--- config.mk ---
export PLATFORM = sky130hd
export DESIGN_NAME = rv32i_regfile_fwd
export DESIGN_NICKNAME = d
export VERILOG_FILES = /design/src/rtl/rv32i_pkg.sv /design/src/rtl/rv32i_fwd_mux.sv /design/src/rtl/rv32i_regfile_fwd.sv
export SDC_FILE = /design/constraint.sdc
export NUM_CORES = 2
export LEC_CHECK = 0
export ABC_AREA = 1
export BUFFER_PORTS_ARGS = -buffer_cell sky130_fd_sc_hd__buf_2
export CORE_ASPECT_RATIO = 0.9
export CORE_MARGIN = 3
export CORE_UTILIZATION = 38
export CTS_CLUSTER_DIAMETER = 30
export DETAILED_ROUTE_END_ITERATION = 7
export PLACE_DENSITY = 0.55
export SLEW_MARGIN = 25
export SYNTH_ARGS = -nofsm -noshare
export SYNTH_HDL_FRONTEND = slang
export SYNTH_SLANG_ARGS = --single-unit
--- constraint.sdc ---
create_clock -name clk -period 4.4 [get_ports clk]
set_input_delay 0.66 -clock clk [delete_from_list [all_inputs] [get_ports clk]]
set_output_delay 0.66 -clock clk [all_outputs]
set_load 0.03 [all_outputs]
--- src/rtl/rv32i_pkg.sv ---
// Shared RV32I register-file/forwarding types and widths.
package rv32i_pkg;

    localparam int unsigned XLEN        = 32;
    localparam int unsigned REG_ADDR_W  = 5;
    localparam int unsigned STALL_CNT_W = 16;
    localparam int unsigned NUM_REGS    = 32;

    // Operand source, in ascending priority order.
    typedef enum logic [1:0] {
        FWD_RF,
        FWD_WB,
        FWD_MEM,
        FWD_EX
    } fwd_src_e;

    // One pipeline-stage forward payload.
    typedef struct packed {
        logic                  en;
        logic [REG_ADDR_W-1:0] rd;
        logic [XLEN-1:0]       data;
        logic                  is_load;
    } fwd_bus_t;

    // A source matches only when enabled, same register, and not x0.
    function automatic logic fwd_hit(input logic en,
                                     input logic [REG_ADDR_W-1:0] src_reg,
                                     input logic [REG_ADDR_W-1:0] op_reg);
        return en && (src_reg == op_reg) && (op_reg != '0);
    endfunction

endpackage

--- src/rtl/rv32i_fwd_mux.sv ---
// Per-operand forwarding select (EX > MEM > WB > RF) and load-use hazard detect.
module rv32i_fwd_mux
    import rv32i_pkg::*;
(
    input  logic [REG_ADDR_W-1:0] op_reg_i,
    input  fwd_bus_t              ex_i,
    input  fwd_bus_t              mem_i,
    input  logic                  wb_en_i,
    input  logic [REG_ADDR_W-1:0] wb_reg_i,
    input  logic [XLEN-1:0]       wb_data_i,
    input  logic [XLEN-1:0]       rf_data_i,
    output logic [XLEN-1:0]       data_c_o,
    output logic                  load_hazard_c_o
);

    fwd_src_e src;

    // Pick the winning source; later checks override earlier ones.
    always_comb begin
        src = FWD_RF;
        if (fwd_hit(wb_en_i, wb_reg_i, op_reg_i))     src = FWD_WB;
        if (fwd_hit(mem_i.en, mem_i.rd, op_reg_i))    src = FWD_MEM;
        if (fwd_hit(ex_i.en, ex_i.rd, op_reg_i))      src = FWD_EX;
    end

    // Route data; a winning load means the value is not available yet.
    always_comb begin
        data_c_o        = rf_data_i;
        load_hazard_c_o = 1'b0;
        unique case (src)
            FWD_EX: begin
                data_c_o        = ex_i.data;
                load_hazard_c_o = ex_i.is_load;
            end
            FWD_MEM: begin
                data_c_o        = mem_i.data;
                load_hazard_c_o = mem_i.is_load;
            end
            FWD_WB:  data_c_o = wb_data_i;
            FWD_RF:  data_c_o = rf_data_i;
        endcase
    end

endmodule

--- src/rtl/rv32i_regfile_fwd.sv ---
// RV32I register file with EX/MEM/WB forwarding, load-use stall and
// registered operand outputs. Optional stall counter: RV32I_RF_STALL_CNT_EN.
module rv32i_regfile_fwd
    import rv32i_pkg::*;
(
    input  logic                   clk,
    input  logic                   reset,
    input  logic                   wb_en,
    input  logic [REG_ADDR_W-1:0]  wb_reg,
    input  logic [XLEN-1:0]        wb_data,
    input  logic                   rs_valid,
    input  logic [REG_ADDR_W-1:0]  rs1_reg,
    input  logic [REG_ADDR_W-1:0]  rs2_reg,
    input  logic                   df_ex_enable,
    input  logic [REG_ADDR_W-1:0]  df_ex_reg,
    input  logic [XLEN-1:0]        df_ex_data,
    input  logic                   df_ex_is_load,
    input  logic                   df_mem_enable,
    input  logic [REG_ADDR_W-1:0]  df_mem_reg,
    input  logic [XLEN-1:0]        df_mem_data,
    input  logic                   df_mem_is_load,
    input  logic                   df_wb_enable,
    input  logic [REG_ADDR_W-1:0]  df_wb_reg,
    input  logic [XLEN-1:0]        df_wb_data,
    output logic [XLEN-1:0]        rs1_data,
    output logic [XLEN-1:0]        rs2_data,
    output logic                   rs_valid_out,
    output logic                   stall,
    output logic [STALL_CNT_W-1:0] stall_count
);

    logic [XLEN-1:0] regs_q [1:NUM_REGS-1];
    logic [XLEN-1:0] rs1_data_q, rs1_data_d;
    logic [XLEN-1:0] rs2_data_q, rs2_data_d;
    logic            rs_valid_out_q, rs_valid_out_d;
    logic [XLEN-1:0] rf1, rf2;
    logic [XLEN-1:0] op1, op2;
    logic            haz1, haz2;
    fwd_bus_t        ex_bus, mem_bus;

    // Pack stage forwards into bus payloads.
    always_comb begin
        ex_bus.en       = df_ex_enable;
        ex_bus.rd       = df_ex_reg;
        ex_bus.data     = df_ex_data;
        ex_bus.is_load  = df_ex_is_load;
        mem_bus.en      = df_mem_enable;
        mem_bus.rd      = df_mem_reg;
        mem_bus.data    = df_mem_data;
        mem_bus.is_load = df_mem_is_load;
    end

    // Array read with x0 hardwired and same-cycle write bypass.
    always_comb begin
        rf1 = '0;
        rf2 = '0;
        if (rs1_reg != '0) rf1 = regs_q[rs1_reg];
        if (rs2_reg != '0) rf2 = regs_q[rs2_reg];
        if (fwd_hit(wb_en, wb_reg, rs1_reg)) rf1 = wb_data;
        if (fwd_hit(wb_en, wb_reg, rs2_reg)) rf2 = wb_data;
    end

    rv32i_fwd_mux u_fwd_rs1 (
        .op_reg_i        (rs1_reg),
        .ex_i            (ex_bus),
        .mem_i           (mem_bus),
        .wb_en_i         (df_wb_enable),
        .wb_reg_i        (df_wb_reg),
        .wb_data_i       (df_wb_data),
        .rf_data_i       (rf1),
        .data_c_o        (op1),
        .load_hazard_c_o (haz1)
    );

    rv32i_fwd_mux u_fwd_rs2 (
        .op_reg_i        (rs2_reg),
        .ex_i            (ex_bus),
        .mem_i           (mem_bus),
        .wb_en_i         (df_wb_enable),
        .wb_reg_i        (df_wb_reg),
        .wb_data_i       (df_wb_data),
        .rf_data_i       (rf2),
        .data_c_o        (op2),
        .load_hazard_c_o (haz2)
    );

    // Load-use stall back to decode; reset masks it.
    assign stall = !reset && rs_valid && (haz1 || haz2);

    // Register array; x0 has no storage.
    always_ff @(posedge clk) begin
        if (reset) begin
            for (int i = 1; i < NUM_REGS; i++) regs_q[i] <= '0;
        end else if (wb_en && (wb_reg != '0)) begin
            regs_q[wb_reg] <= wb_data;
        end
    end

    // Operand capture on accepted requests, bubble otherwise.
    always_comb begin
        rs1_data_d     = rs1_data_q;
        rs2_data_d     = rs2_data_q;
        rs_valid_out_d = 1'b0;
        if (rs_valid && !stall) begin
            rs1_data_d     = op1;
            rs2_data_d     = op2;
            rs_valid_out_d = 1'b1;
        end
    end

    // Operand output registers.
    always_ff @(posedge clk) begin
        if (reset) begin
            rs1_data_q     <= '0;
            rs2_data_q     <= '0;
            rs_valid_out_q <= 1'b0;
        end else begin
            rs1_data_q     <= rs1_data_d;
            rs2_data_q     <= rs2_data_d;
            rs_valid_out_q <= rs_valid_out_d;
        end
    end

    assign rs1_data     = rs1_data_q;
    assign rs2_data     = rs2_data_q;
    assign rs_valid_out = rs_valid_out_q;

`ifdef RV32I_RF_STALL_CNT_EN
    logic [STALL_CNT_W-1:0] stall_cnt_q, stall_cnt_d;

    // Saturating stall-cycle counter.
    always_comb begin
        stall_cnt_d = stall_cnt_q;
        if (stall && (stall_cnt_q != '1)) stall_cnt_d = stall_cnt_q + STALL_CNT_W'(1);
    end

    // Counter register.
    always_ff @(posedge clk) begin
        if (reset) stall_cnt_q <= '0;
        else       stall_cnt_q <= stall_cnt_d;
    end

    assign stall_count = stall_cnt_q;
`else
    assign stall_count = '0;
`endif

endmodule
==> impl_summary.txt <==
----------------------------------------------------
[Outcome]
  Result of the run ... finished clean

[Clock network]
  CTS tree ... done
  Clock transition at the registers of the reported paths ... 40 ps
  Cts bufs inserted ... 290
  Number of hold-repair buffers added at the cts stage ... 3
  Post-CTS Repair Setup Buffers ... 0
  H-tree Lvls ... 5
  Clock latency of the later-clocked register in the worst-skew pair ... 910 ps
  Clock sinks ... 1089
  Root buffer cell ... sky130_fd_sc_hd__clkbuf_16
  Clock Tree Buf Depth ... 4
  Cts repair resizes ... 0

[Timing]
  Final Setup Violations ... 0
  Highest Clock Rate ... 291 MHz
  Worst slew margin ... 6.62%
  Total negative slack for setup checks ... 0 ps
  Final period demand of the worst path ... 3440 ps
  RSZ-0062 raised after global routing ... no
  Total count of max-transition violations in the final report ... 0
  Worst-margin pin slew ... 1400 ps
  Final hold violation count ... 0
  Period utilisation layout ... 78.2%
  Final Skew ... 32.2 ps

[Routing]
  Via count of the routed design ... 62200
  WL/cell ... 26.4 µm
  Wire length on met2 ... 123000 µm
  Number of violations reported at the end of detailed-routing iteration 0 ... 9610
  Number of DRC violations after detailed routing ... 0
  Routed length on met3 ... 33400 µm
  Routed met1 length ... 105000 µm
  Vias per cell ... 5.85
  Number of detailed-routing iterations run before antenna repair ... 6
  Top routing layer used ... met5
  Final Routed Wirelength ... 281000 µm
  Number of nets with antenna violations after routing ... 0

[Yosys]
  Number of storage elements in the synthesis netlist ... 1089
  Syn Std Cell Area ... 61900 µm²
  Share of synthesized area occupied by flip-flops and latches ... 51.8%
  Syn Inst Count ... 8290
  Area share of the largest cell type after synthesis ... 49.7%
  Number of enable-type register cells in the synthesized netlist ... 1024
  Number of different library cells in the post-synthesis netlist ... 29
  Top area cells in the synthesized netlist ... sky130_fd_sc_hd__edfxtp_1 (50%), sky130_fd_sc_hd__nand2_1 (18%), sky130_fd_sc_hd__nand3_1 (14%)
  Most instantiated flip-flop cell in the synthesis netlist ... sky130_fd_sc_hd__edfxtp_1
  Ranking of synthesized cells by instance count ... sky130_fd_sc_hd__nand2_1 (3025), sky130_fd_sc_hd__nand3_1 (1738), sky130_fd_sc_hd__nor2_1 (1404), sky130_fd_sc_hd__edfxtp_1 (1024), sky130_fd_sc_hd__clkbuf_1 (453)
  Number of warnings issued by yosys ... 0
  Synth Area per Inst ... 7.47 µm²
  Async set-reset flop share out of synthesis ... 0%
  Cell accounting for the most synthesized area ... sky130_fd_sc_hd__edfxtp_1
  Dominant cell by count in the synthesized netlist ... sky130_fd_sc_hd__nand2_1

[Critical path]
  Worst Setup End Kind ... primary output
  CP Cell Sequence ... buf_8 > inv_8 > nand2_1 > nand3_1 > nor2_1 > nand2_2 > nand2_1 > nand2_1 > nand2_1 > nand2_1 > inv_1 > buf_2
  Cell family with the largest share of critical-path delay ... simple AND/OR/NAND/NOR gates
  Most used cell, CP ... sky130_fd_sc_hd__nand2_1
  Worst Setup Path Type ... input port to primary output
  Largest incremental delay on the critical path ... 470 ps
  Crit path max fanout ... 50
  Worst Path Buf+Inv ... 4
  Critical path launch point type ... input port
  Cell depth of the worst setup path ... 12
  Number of cells traversed by the worst register-to-register path ... 12
  Arrival time of the worst setup path ... 2780 ps
  Worst-path cell with the longest stage delay ... sky130_fd_sc_hd__nand2_1
  Flop2flop setup slack ... 2360 ps
  Endpoint required time on the critical path ... 3740 ps

[GRT]
  Number of antenna violations at the first check in global routing ... 9
  Pin count of the biggest net entering global routing ... 173
  Total overflow reported by the global router ... 0
  Total global routing track utilization ... 32.4%
  Wire length of the first global-routing pass ... 402000 µm
  Via count of the first global-routing pass ... 58700

[Floorplan]
  Area of the die ... 168000 µm²
  Floorplan row count ... 139
  Placeable core region ... 161000 µm²
  Die outline width ... 431 µm
  Initial core utilization ... 38.5%
  Boundary Pins ... 249
  Die Span Y ... 389 µm

[Worst hold path]
  Number of instances on the worst hold path ... 1
  Worst Hold Class ... input port to flip-flop

[Place]
  IO buf count ... 232
  Routability cong. ... 0.903
  HPWL after detailed placement ... 157000 µm

[Finish]
  Synthesis-to-finish area growth ... 20.1%
  Multi-input gate area ... 26500 µm²
  Storage element area ... 32100 µm²
  Number of nets in the layout ... 8486
  Fillcell total ... 15600
  Share of post-route cells with drive strength above 1 ... 10.3%

[Power]
  Maximum vdd drop ... 0.408 mV
  Leak ... 32.1 nW
  Overall power ... 37.0 mW
  Power density normalized to cell area ... 497 nW/µm²

[Flow run]
  Max-cap violations ... 0

----------------------------------------------------
metrics by stage:
stage | cells | util (%) | instance area, µm² | setup WS (ps) | hold slack, ps
floorplan | 8337 | - | 62100 | 1380 | 589
global placement | 10100 | 40.4 | 65000 | 850 | 455
detailed placement | 10100 | 40.4 | 65000 | 936 | 458
CTS | 10600 | 46.3 | 74400 | 1080 | 7.17
global route | 10600 | 46.3 | 74400 | 859 | 39.3
finish | 10600 | 46.3 | 74400 | 960 | 63.0
cell families (layout without fill, tap and decap cells):
kind of cell              Yosys count  count (layout)  share of synthesized area (%)
AOI/OAI and AO/OA                 141             141                           1.15
DFF                              1089            1089                           51.8
buffers and inverters             863            1051                           5.83
and+or+nand+nor                  6186            6186                           41.1
other                               1              51                        0.00606
xor gates and xnor gates           10              10                          0.141
path summary, 6_finish.rpt:
check                 start           end
min              wb_data[8]  regs_q[0][8]
max              rs1_reg[1]         stall
max reg2reg  regs_q[23][28]  rs2_data[28]
min reg2reg    rs1_data[31]  rs1_data[31]
area by class of cell:
| type | instances | share of cell area [%] |
|---|---|---|
| multi-input cells | 6385 | 35.7 |
| diodes | 3 | 0.0101 |
| flip-flops and latches | 1089 | 43.1 |
| clock buffers | 348 | 10.3 |
| repair buffers | 415 | 4.30 |
| inverters | 138 | 0.769 |
| clock inverters | 150 | 2.21 |
| well taps | 2115 | 3.56 |
where the power goes:
part	leakage, nW	internal (mW)	switching, mW
clock network	4.55	14.2	6.32
registers	10.3	12.0	0.320
logic	17.3	1.04	3.08
total	32.1	27.2	9.72
flip-flops by register name (all words and copies together) (netlist names):
| register | cells |
|---|---|
| regs_q | 1024 |
| rs1_data | 32 |
| rs2_data | 32 |
| rs_valid_out | 1 |
layout by cell type, fill, tap and decap left out, types with 3 or more instances in the layout:
| cell type | count |
|---|---|
| sky130_fd_sc_hd__inv_1 | 123 |
| sky130_fd_sc_hd__clkbuf_16 | 298 |
| sky130_fd_sc_hd__clkinv_1 | 47 |
| sky130_fd_sc_hd__nand2_2 | 37 |
| sky130_fd_sc_hd__conb_1 | 48 |
| sky130_fd_sc_hd__diode_2 | 3 |
| sky130_fd_sc_hd__buf_12 | 48 |
| sky130_fd_sc_hd__nand3_1 | 1735 |
| sky130_fd_sc_hd__buf_2 | 224 |
| sky130_fd_sc_hd__edfxtp_1 | 1024 |
| sky130_fd_sc_hd__nor3_1 | 11 |
| sky130_fd_sc_hd__buf_4 | 134 |
| sky130_fd_sc_hd__inv_8 | 3 |
| sky130_fd_sc_hd__bufinv_16 | 34 |
| sky130_fd_sc_hd__nand2_1 | 2988 |
| sky130_fd_sc_hd__xnor2_1 | 5 |
| sky130_fd_sc_hd__dfxtp_1 | 65 |
| sky130_fd_sc_hd__clkbuf_1 | 45 |
| sky130_fd_sc_hd__buf_8 | 4 |
| sky130_fd_sc_hd__o21ai_0 | 65 |
| sky130_fd_sc_hd__nor2_1 | 1404 |
| sky130_fd_sc_hd__clkinvlp_4 | 14 |
| sky130_fd_sc_hd__clkbuf_8 | 5 |
| sky130_fd_sc_hd__dlygate4sd3_1 | 3 |
| sky130_fd_sc_hd__clkinv_4 | 8 |
| sky130_fd_sc_hd__clkinv_2 | 45 |
| sky130_fd_sc_hd__o22ai_1 | 4 |
| sky130_fd_sc_hd__inv_2 | 3 |
| sky130_fd_sc_hd__xor2_1 | 5 |
| sky130_fd_sc_hd__a21oi_1 | 71 |
| sky130_fd_sc_hd__inv_6 | 8 |
per-layer routing:
layer	up-vias	track usage, %
met5	-	0
li1	27300	-
met1	29500	41.9
met2	4460	48.9
met3	965	7.32
met4	6	21.0
Note: power is estimated with default switching activity, not from simulation.
